**src/rtl/runner_pkg.sv**
```systemverilog
// runner_pkg
//   Shared constants and types for the running-man pixel datapath:
//   screen geometry, floor rows, colour codes, the drawing-mode enum and
//   a helper mapping floor index to screen row.
package runner_pkg;

    localparam int unsigned SCREEN_W = 160;
    localparam int unsigned SCREEN_H = 120;

    localparam logic [6:0] FLOOR_ROW0 = 7'd39;
    localparam logic [6:0] FLOOR_ROW1 = 7'd79;
    localparam logic [6:0] FLOOR_ROW2 = 7'd119;

    localparam logic [2:0] FLOOR_COLOUR = 3'b010;
    localparam logic [2:0] MAN_COLOUR   = 3'b111;
    localparam logic [2:0] BG_COLOUR    = 3'b000;

    typedef enum logic [1:0] {
        IDLE   = 2'd0,
        FLOORS = 2'd1,
        MAN    = 2'd2,
        ERASE  = 2'd3
    } mode_e;

    function automatic logic [6:0] floor_row(input logic [1:0] idx);
        case (idx)
            2'd0:    floor_row = FLOOR_ROW0;
            2'd1:    floor_row = FLOOR_ROW1;
            default: floor_row = FLOOR_ROW2;
        endcase
    endfunction

endpackage

```
**src/rtl/man_sprite_rom.sv**
```systemverilog
// man_sprite_rom
//   Combinational lookup of the running-man sprite mask: four animation
//   frames, each 8 columns x 16 rows. Column 0 is the leftmost pixel and
//   maps to the MSB of each stored row byte.
// Ports:
//   i_style [1:0]  animation frame select
//   i_row   [3:0]  sprite row (0 = top)
//   i_col   [2:0]  sprite column (0 = left)
//   o_mask         1 = man pixel, 0 = background
module man_sprite_rom (
    input  logic [1:0] i_style,
    input  logic [3:0] i_row,
    input  logic [2:0] i_col,
    output logic       o_mask
);

    localparam logic [7:0] FRAMES [4][16] = '{
        '{8'h18, 8'h3C, 8'h3C, 8'h18, 8'h7E, 8'hFF, 8'hBD, 8'hBD,
          8'h3C, 8'h24, 8'h24, 8'h24, 8'h24, 8'h24, 8'h66, 8'h66},
        '{8'h18, 8'h3C, 8'h3C, 8'h18, 8'h3E, 8'h7D, 8'hB9, 8'h38,
          8'h3C, 8'h26, 8'h22, 8'h43, 8'h41, 8'h81, 8'hC0, 8'h00},
        '{8'h18, 8'h3C, 8'h3C, 8'h18, 8'h7C, 8'hBE, 8'h9D, 8'h1C,
          8'h3C, 8'h64, 8'h44, 8'hC2, 8'h82, 8'h81, 8'h03, 8'h00},
        '{8'h18, 8'h3C, 8'h3C, 8'h18, 8'h3C, 8'h7E, 8'h3C, 8'h3C,
          8'h18, 8'h18, 8'h1C, 8'h14, 8'h24, 8'h24, 8'h6C, 8'h00}
    };

    logic [7:0] w_row_bits;

    assign w_row_bits = FRAMES[i_style][i_row];
    // ~col == 7 - col for a 3-bit column: column 0 selects the MSB
    assign o_mask     = w_row_bits[~i_col];

endmodule

```
**src/rtl/runner_draw_datapath.sv**
```systemverilog
// runner_draw_datapath
//   Pixel generator for the running-man game. Arbitrates the control
//   FSM's level requests (drawing_floors > erase > draw_man), scans the
//   selected region one coordinate per writeEn-high cycle and emits a
//   registered pixel to the 160x120 3-bit VGA adapter, raising the mode's
//   finish level with the last pixel until the request drops.
// Build option:
//   MAN_TRANSPARENCY_EN  when defined, mask-0 sprite pixels are not
//                        plotted; otherwise they are plotted in BG_COLOUR.
// Ports:
//   clk, reset_n                      clock, async active-low reset
//   drawing_floors, draw_man, erase   mode requests (level)
//   writeEn                           pixel advance enable (low = stall)
//   ld_x, ld_y, ld_man_style          latch man_x_in/man_y_in/man_style_in
//   man_x_in, man_y_in, man_style_in  sprite position and frame
//   vga_x, vga_y, vga_colour, vga_plot  pixel to the VGA adapter
//   draw_floors_finish, draw_man_finish, erase_finish  completion levels
module runner_draw_datapath #(
    parameter int unsigned SCREEN_W   = runner_pkg::SCREEN_W,
    parameter int unsigned SCREEN_H   = runner_pkg::SCREEN_H,
    parameter int unsigned SPRITE_W   = 8,
    parameter int unsigned SPRITE_H   = 16,
    parameter logic [7:0]  MAN_X_INIT = 8'd8,
    parameter logic [6:0]  MAN_Y_INIT = 7'd23
) (
    input  logic       clk,
    input  logic       reset_n,
    input  logic       drawing_floors,
    input  logic       draw_man,
    input  logic       erase,
    input  logic       writeEn,
    input  logic       ld_x,
    input  logic       ld_y,
    input  logic       ld_man_style,
    input  logic [7:0] man_x_in,
    input  logic [6:0] man_y_in,
    input  logic [1:0] man_style_in,
    output logic [7:0] vga_x,
    output logic [6:0] vga_y,
    output logic [2:0] vga_colour,
    output logic       vga_plot,
    output logic       draw_floors_finish,
    output logic       draw_man_finish,
    output logic       erase_finish
);

    import runner_pkg::mode_e;
    import runner_pkg::IDLE;
    import runner_pkg::FLOORS;
    import runner_pkg::MAN;
    import runner_pkg::ERASE;
    import runner_pkg::FLOOR_COLOUR;
    import runner_pkg::MAN_COLOUR;
    import runner_pkg::BG_COLOUR;
    import runner_pkg::floor_row;

    mode_e      r_mode;
    mode_e      w_mode;

    logic [7:0] r_col;
    logic [6:0] r_row;
    logic [7:0] r_man_x;
    logic [6:0] r_man_y;
    logic [1:0] r_style;

    logic [7:0] r_vga_x;
    logic [6:0] r_vga_y;
    logic [2:0] r_vga_colour;
    logic       r_vga_plot;
    logic       r_fin_floors;
    logic       r_fin_man;
    logic       r_fin_erase;

    logic       w_done;
    logic       w_mask;
    logic [8:0] w_px;
    logic [7:0] w_py;
    logic [2:0] w_colour;
    logic       w_plot;
    logic [7:0] w_last_col;
    logic [6:0] w_last_row;

    man_sprite_rom u_rom (
        .i_style (r_style),
        .i_row   (r_row[3:0]),
        .i_col   (r_col[2:0]),
        .o_mask  (w_mask)
    );

    always_comb begin
        w_mode = IDLE;
        if (drawing_floors)
            w_mode = FLOORS;
        else if (erase)
            w_mode = ERASE;
        else if (draw_man)
            w_mode = MAN;
    end

    assign w_done     = r_fin_floors | r_fin_man | r_fin_erase;
    assign w_last_col = (r_mode == FLOORS) ? 8'(SCREEN_W - 1) : 8'(SPRITE_W - 1);
    assign w_last_row = (r_mode == FLOORS) ? 7'd2 : 7'(SPRITE_H - 1);

    // Pixel for the current scan offset; coordinates are one bit wider
    // than the screen so a box hanging off the edge clips instead of wrapping.
    always_comb begin
        w_px     = '0;
        w_py     = '0;
        w_colour = BG_COLOUR;
        w_plot   = 1'b0;
        case (r_mode)
            FLOORS: begin
                w_px     = {1'b0, r_col};
                w_py     = {1'b0, floor_row(r_row[1:0])};
                w_colour = FLOOR_COLOUR;
                w_plot   = 1'b1;
            end
            MAN: begin
                w_px = {1'b0, r_man_x} + {1'b0, r_col};
                w_py = {1'b0, r_man_y} + {1'b0, r_row};
`ifdef MAN_TRANSPARENCY_EN
                w_colour = MAN_COLOUR;
                w_plot   = w_mask;
`else
                w_colour = w_mask ? MAN_COLOUR : BG_COLOUR;
                w_plot   = 1'b1;
`endif
            end
            ERASE: begin
                w_px     = {1'b0, r_man_x} + {1'b0, r_col};
                w_py     = {1'b0, r_man_y} + {1'b0, r_row};
                w_colour = BG_COLOUR;
                w_plot   = 1'b1;
            end
            default: ;
        endcase
        if (w_px >= 9'(SCREEN_W) || w_py >= 8'(SCREEN_H))
            w_plot = 1'b0;
    end

    // The mode is registered one edge ahead of the scan: the edge that
    // first sees a new request only clears the counter, so offset 0 is
    // issued on the following edge.
    always_ff @(posedge clk or negedge reset_n) begin
        if (!reset_n) begin
            r_mode       <= IDLE;
            r_col        <= '0;
            r_row        <= '0;
            r_vga_x      <= '0;
            r_vga_y      <= '0;
            r_vga_colour <= '0;
            r_vga_plot   <= 1'b0;
            r_fin_floors <= 1'b0;
            r_fin_man    <= 1'b0;
            r_fin_erase  <= 1'b0;
        end else begin
            r_mode <= w_mode;
            if (w_mode != r_mode) begin
                r_col        <= '0;
                r_row        <= '0;
                r_vga_plot   <= 1'b0;
                r_fin_floors <= 1'b0;
                r_fin_man    <= 1'b0;
                r_fin_erase  <= 1'b0;
            end else if (r_mode != IDLE && writeEn && !w_done) begin
                r_vga_x      <= w_px[7:0];
                r_vga_y      <= w_py[6:0];
                r_vga_colour <= w_colour;
                r_vga_plot   <= w_plot;
                if (r_col == w_last_col) begin
                    if (r_row == w_last_row) begin
                        r_fin_floors <= (r_mode == FLOORS);
                        r_fin_man    <= (r_mode == MAN);
                        r_fin_erase  <= (r_mode == ERASE);
                    end else begin
                        r_col <= '0;
                        r_row <= r_row + 7'd1;
                    end
                end else begin
                    r_col <= r_col + 8'd1;
                end
            end else begin
                r_vga_plot <= 1'b0;
            end
        end
    end

    // Sprite box is frozen while a man draw or erase is requested.
    always_ff @(posedge clk or negedge reset_n) begin
        if (!reset_n) begin
            r_man_x <= MAN_X_INIT;
            r_man_y <= MAN_Y_INIT;
            r_style <= '0;
        end else if (!draw_man && !erase) begin
            if (ld_x)
                r_man_x <= man_x_in;
            if (ld_y)
                r_man_y <= man_y_in;
            if (ld_man_style)
                r_style <= man_style_in;
        end
    end

    assign vga_x              = r_vga_x;
    assign vga_y              = r_vga_y;
    assign vga_colour         = r_vga_colour;
    assign vga_plot           = r_vga_plot;
    assign draw_floors_finish = r_fin_floors;
    assign draw_man_finish    = r_fin_man;
    assign erase_finish       = r_fin_erase;

endmodule

```
**config.mk**
```make
export PLATFORM = sky130hd
export DESIGN_NAME = runner_draw_datapath
export DESIGN_NICKNAME = d
export VERILOG_FILES = /design/src/rtl/runner_pkg.sv /design/src/rtl/man_sprite_rom.sv /design/src/rtl/runner_draw_datapath.sv
export SDC_FILE = /design/constraint.sdc
export NUM_CORES = 1
export LEC_CHECK = 0
export CAP_MARGIN = 10
export CORE_AREA = 3 3 98 100
export DETAILED_ROUTE_END_ITERATION = 7
export DIE_AREA = 0 0 101 103
export PLACE_DENSITY = 0.65
export SLEW_MARGIN = 10
export SYNTH_ARGS = -nofsm -noshare
export SYNTH_HDL_FRONTEND = slang
export SYNTH_SLANG_ARGS = --single-unit
```
**constraint.sdc**
```tcl
create_clock -name clk -period 7.6 [get_ports clk]
set_clock_uncertainty 0.1 [all_clocks]
set_input_delay 1.52 -clock clk [delete_from_list [all_inputs] [get_ports clk]]
set_output_delay 1.52 -clock clk [all_outputs]
set_load 0.02 [all_outputs]
```
==> results of run 1 <==
-- synth_stat cells, drive strengths merged, types with 7 or more instances --
master / count
inv: 15
dfrtp: 50
xor2: 8
o21ai: 33
mux2: 20
buf: 15
clkbuf: 9
nor2: 39
nand2b: 14
nand2: 34
a211oi: 7
ha: 32
a21oi: 28
nor3: 10
-- cell usage in the layout (no fill, tap or decap), types with 4 or more instances in the layout --
cell type / Yosys / layout
o21a_1: 6 / 6
dfstp_2: 5 / 5
o2111ai_1: 6 / 6
a32oi_1: 5 / 5
ha_1: 32 / 32
nor2_1: 39 / 39
nand2b_1: 14 / 14
nand2_1: 34 / 34
o21ai_0: 27 / 26
a211oi_1: 7 / 7
clkdlybuf4s50_1: 0 / 46
a21oi_1: 27 / 27
nor3_1: 10 / 10
clkbuf_8: 0 / 5
o21ai_1: 5 / 6
inv_1: 15 / 15
dfrtp_1: 50 / 50
xnor2_1: 6 / 6
or3_1: 4 / 4
mux2_2: 20 / 20
a31oi_1: 4 / 4
a21o_1: 4 / 4
nand3_1: 6 / 6
xor2_1: 8 / 8
-- worst max path at each step --
stage / end / cells past startpoint
floorplan: r_row[4]$_DFFE_PN0P_ / 7
global placement: vga_colour[0]$_DFFE_PN0P_ / 8
detailed placement: vga_colour[0]$_DFFE_PN0P_ / 8
CTS: vga_colour[0]$_DFFE_PN0P_ / 8
global route: r_row[3]$_DFFE_PN0P_ / 9
finish: vga_colour[0]$_DFFE_PN0P_ / 8
-- through the flow --
stage / utilization, % / instances
after floorplan: - / 423
after global placement: 50.23 / 557
after detailed placement: 50.23 / 557
after CTS: 51.50 / 565
after global routing: 51.50 / 565
final: 51.50 / 565
-- flip-flops by register name, indices dropped and copies added, names as in the netlist --
signal and cells:
erase_finish 1, vga_colour 2, r_style 2, r_row 7, draw_man_finish 1, r_mode 2, r_man_x 8, r_col 8
vga_plot 1, vga_x 8, draw_floors_finish 1, vga_y 7, r_man_y 7
-- critical path, delay by kind of cell --
| family | cells | cell delay, ns |
|---|---|---|
| AOI/OAI and AO/OA | 5 | 1.02 |
| buffers and inverters | 2 | 0.72 |
| and+or+nand+nor | 1 | 0.38 |
-- cells by family after synthesis --
kind of cell / share of synthesized area [%]
and+or+nand+nor: 17.67
AOI/OAI and AO/OA: 21.01
DFF: 35.44
buffers and inverters: 4.586
adders and majority gates: 11.29
muxes: 6.863
xor gates and xnor gates: 3.143
-- cell type report --
| class | count | area (um^2) | area share, % |
|---|---|---|---|
| Multi-Input combinational cell | 329 | 2340 | 51.84 |
| Clock buffer | 6 | 72.57 | 1.608 |
| Timing Repair Buffer | 50 | 488.0 | 10.81 |
| Inverter | 15 | 56.30 | 1.248 |
| Sequential cell | 55 | 1383 | 30.63 |
| Clock inverter | 2 | 38.79 | 0.8594 |
| Tap cell | 108 | 135.1 | 2.994 |
-- power breakdown --
group | switching, mW | internal (mW) | leakage (nW)
registers | 0.0276 | 0.332 | 0.703
clock network | 0.0982 | 0.0997 | 0.0558
logic | 0.121 | 0.110 | 1.12
total | 0.247 | 0.542 | 1.87
-- per-layer routing --
metal  global-route usage (%)  routed length (um)  share of wire, %
met5                        0                   0                 0
met4                    3.783                  91              0.99
met2                    31.19                4324                47
met1                    25.09                4201                46
met3                    2.774                 560               6.1
==> metrics.yaml, run 1 <==
drt-wirelength-per-cell_um: 16.24
worstHoldStart: "vga_x[0]$_DFFE_PN0P_"
dr.pass1.iters: 5
hold_buffers: 0
fin_tns_setup_ns: 0
cts_buffers: 5
finalMaxSlewViolations: 0
core_um2: 8763
start_kind: "input port"
cts_setup_buffers: 0
rsz0062_at_grt: "false"
syn_inst: 423
clk_latency_ns: 0.32
root_buffer: "clkbuf_8"
clk_transition_reported_paths_ns: 0.10
fp-row-count: 34
critPathKind: "input port to flop"
fillers: 872
layout_min_cycle_time_ns: 3.487
grt_pass1_wl_um: 15410
syn_area_um2: 3901
io_buffers: 47
p_leak_nw: 1.874
cts_tree: "done"
crit_arrival_ns: 3.64
status: "finished clean"
fmax_mhz: 286.8
ys.flop_type: "dfrtp_1"
yosys.area.top_type: "dfrtp_1"
r2r_cells: 9
synth-edff-count: 0
synth.ff_latch_count: 55
drcViolationCount: 0
period_share_pct: 45.88
grt_usage_pct: 18.39
whs_path_depth: 2
setup_slack_ns: 4.113
grt_pass1_vias: 3147
yosysWarningCount: 0
dpl-instance-area_um2: 4402
powerDensity_nw_per_um2: 174.9
htree_levels: 2
rr_endpoint: "r_row[3]$_DFFE_PN0P_"
r2r_slack_ns: 4.18
worstPathMaxFanout: 31
clockBufferDepth: 2
cts_sinks: 55
netlist_top_cells_area: "dfrtp_1 (32%), ha_1 (10%), mux2_2 (5.8%)"
finalPower_uw: 789.1
gp_congestion: 0.8132
start_util_pct: 44.52
syn_avg_cell_area_um2: 9.223
slew_headroom_pct: 36.47
min_path_type: "flop to flop"
die_w_um: 101
synth_top_area_share_pct: 32.07
hpwl_um: 6628
antenna_found_initial: 0
hold_viol_final: 0
setup_viol_count_final: 0
syn-num-nets: 483
antenna_left: 0
vias: 3263
peakVddDrop_mv: 0.07958
slowest_delay_ns: 0.45
worstSetupStartpoint: "erase"
r2r_start: "r_mode[1]$_DFF_PN0_"
critPathCaptureType: "flop"
syn_to_final_growth_pct: 15.68
viasPerCell: 5.775
required_ns: 7.75
grt_max_degree: 56
ys_types: 62
finalInstanceArea_um2: 4513
gr-total-overflow: 0
async_flop_share_pct: 100.0
fp.dieH_um: 103
cp_slowest_cell: "clkdlybuf4s50_1"
cap_viol_max_count: 0
worstPathCellList: "clkdlybuf4s50_1 > or3b_1 > a21oi_2 > o211ai_2 > buf_4 > a211o_1 > a311o_1 > o21ai_1"
yosysSeqAreaShare_pct: 35.44
drtIter0Drc: 195
worst_pin_slew_ns: 0.9529
cts_resized: 0
whs_ns: 0.3862
die_area_um2: 10400
diodes: 0
ios: 48
drive_above_1_share_pct: 10.94
pre_cts_slack_ns: 3.792
drt_wl_total_um: 9177
min_to: "vga_x[0]$_DFFE_PN0P_"
nets: 516
Note: power is estimated with default switching activity, not from simulation.
==> inputs of run 2 (changes only) <==
--- a/config.mk
+++ b/config.mk
@@ -9,7 +9,7 @@
 export CORE_AREA = 3 3 98 100
 export DETAILED_ROUTE_END_ITERATION = 7
 export DIE_AREA = 0 0 101 103
-export PLACE_DENSITY = 0.65
+export PLACE_DENSITY = 0.68
 export SLEW_MARGIN = 10
 export SYNTH_ARGS = -nofsm -noshare
 export SYNTH_HDL_FRONTEND = slang
==> constraint.sdc (replaced) <==
create_clock -name clk -period 2.85 [get_ports clk]
set_clock_uncertainty 0.1 [all_clocks]
set_input_delay 0.57 -clock clk [delete_from_list [all_inputs] [get_ports clk]]
set_output_delay 0.57 -clock clk [all_outputs]
set_load 0.02 [all_outputs]
==> metrics.yaml, run 2 (synthesis results as in run 1) <==
layout_min_cycle_time_ns: 2.575
critPathKind: "flop to flop"
antenna_found_initial: 0
die_area_um2: 10400
worstSetupEndpoint: "r_col[5]$_DFFE_PN0P_"
cts_buffers: 5
fmax_mhz: 388.3
hpwl_um: 7471
core_um2: 8763
layout_commonest_cell: "dfrtp_1"
worst_pin_slew_ns: 0.6548
status: "finished clean"
slew_headroom_pct: 56.06
seq_area_um2: 1383
start_kind: "flop"
clockBufferDepth: 2
period_share_pct: 90.36
drive_above_1_share_pct: 14.85
clk_transition_reported_paths_ns: 0.10
p_leak_nw: 1.963
setup_viol_count_final: 0
grt_max_degree: 33
dp_cells: 578
finalPower_mw: 2.026
p_sw_uw: 658.9
layout_common_cells: "dfrtp_1 (50), clkdlybuf4s50_1 (46), nor2_1 (39)"
dr.pass1.iters: 4
syn_to_final_growth_pct: 19.05
internal-power_mw: 1.367
rr_endpoint: "r_col[5]$_DFFE_PN0P_"
crit_arrival_ns: 2.68
required_ns: 2.96
drtIter0Drc: 124
p_clk_share_pct: 21.1
grt_pass1_wl_um: 15840
cts_setup_buffers: 0
drcViolationCount: 0
rsz0062_at_grt: "false"
sw_frac_of_total_pct: 32.53
root_buffer: "clkbuf_8"
drt_wl_total_um: 9560
hold_viol_final: 0
r2r_start: "r_mode[1]$_DFF_PN0_"
drt-wirelength-per-cell_um: 16.31
nets: 537
gp_congestion: 0.8798
grt_usage_pct: 18.91
clk_latency_ns: 0.31
grt_pass1_vias: 3277
fin_cells: 586
fin_tns_setup_ns: 0
peakVddDrop_mv: 0.2286
diodes: 0
fillers: 816
worstPathMaxFanout: 8
powerDensity_nw_per_um2: 436.2
finalInstanceArea_um2: 4644
hold_buffers: 0
fp-row-count: 34
htree_levels: 2
viasPerCell: 5.812
dpl-instance-area_um2: 4559
antenna_left: 0
cts_tree: "done"
finalMaxSlewViolations: 0
seq_power_share_pct: 46.8
critPathCaptureType: "flop"
fp.dieH_um: 103
multi_input_area_um2: 2340
r2r_cells: 9
power_frac_comb_pct: 32.1
start_util_pct: 44.52
min_path_type: "input port to async pin"
cap_viol_max_count: 0
cts_resized: 0
r2r_slack_ns: 0.27
die_w_um: 101
io_buffers: 47
worstSetupStartpoint: "r_mode[1]$_DFF_PN0_"
gr-total-overflow: 0
vias: 3406
ios: 48
cts_sinks: 55
## run 2: through the flow
step / util [%] / hold WS (ns) / setup WS [ns]
after floorplan: - / 0.1744 / 0.2669
after global placement: 52.03 / 0.3603 / 0.2353
after detailed placement: 52.03 / 0.3699 / 0.1854
after CTS: 53.00 / 0.1481 / 0.2814
after global routing: 53.00 / 0.1515 / 0.07196
final: 53.00 / 0.1358 / 0.2747
## run 2: area by class of cell
cell class	instances	area share, %
flip-flops and latches	55	29.77
inverters	15	1.212
multi-input cells	329	50.38
repair buffers	71	13.90
clock buffers	6	1.563
clock inverters	2	0.2694
well taps	108	2.909
## run 2: power by group through the flow
stage | combinational (mW) | sequential, mW | clock (mW)
after global placement | 0.637 | 0.960 | 0
after global routing | 0.721 | 0.960 | 0.476
after detailed placement | 0.651 | 0.966 | 0
final | 0.650 | 0.948 | 0.428
after CTS | 0.653 | 0.950 | 0.439
after floorplan | 0.339 | 1.01 | 0
## run 2: worst max-delay path, stage by stage, from the launching register on
cell and delay [ns]:
dfrtp_1 0.39, inv_1 0.07, ha_1 0.24, ha_1 0.26, nor3_1 0.21, or4b_1 0.49
o21ai_2 0.34, a211oi_1 0.16, xnor2_1 0.16, nor2_1 0.05
## run 2: worst min path at each step
stage | startpoint | endpoint | cells past startpoint | slack [ns]
after floorplan | reset_n | draw_floors_finish$_DFFE_PN0P_ | 0 | 0.17
final | reset_n | vga_x[3]$_DFFE_PN0P_ | 2 | 0.14
after detailed placement | vga_x[4]$_DFFE_PN0P_ | vga_x[4]$_DFFE_PN0P_ | 2 | 0.37
after global placement | vga_x[3]$_DFFE_PN0P_ | vga_x[3]$_DFFE_PN0P_ | 2 | 0.36
after CTS | reset_n | vga_y[4]$_DFFE_PN0P_ | 2 | 0.15
after global routing | reset_n | vga_y[3]$_DFFE_PN0P_ | 2 | 0.15
## run 2: metal layers
layer  global-route usage (%)  vias to the layer above  part of all wire, %
met2                    33.47                       72                   50
met5                        0                        -                    0
met4                    3.170                        0                 0.51
li1                         -                     1656                    -
met1                    25.07                     1672                   45
met3                    2.639                        6                  4.4
==> inputs of run 3 (changes only) <==
--- a/config.mk
+++ b/config.mk
@@ -5,8 +5,9 @@
 export SDC_FILE = /design/constraint.sdc
 export NUM_CORES = 1
 export LEC_CHECK = 0
-export CAP_MARGIN = 10
+export CAP_MARGIN = 20
 export CORE_AREA = 3 3 98 100
+export CTS_CLUSTER_DIAMETER = 150
 export DETAILED_ROUTE_END_ITERATION = 7
 export DIE_AREA = 0 0 101 103
 export PLACE_DENSITY = 0.68
==> results of run 3 <==
The final DEF is identical to that of run 2; final timing and power are the same.
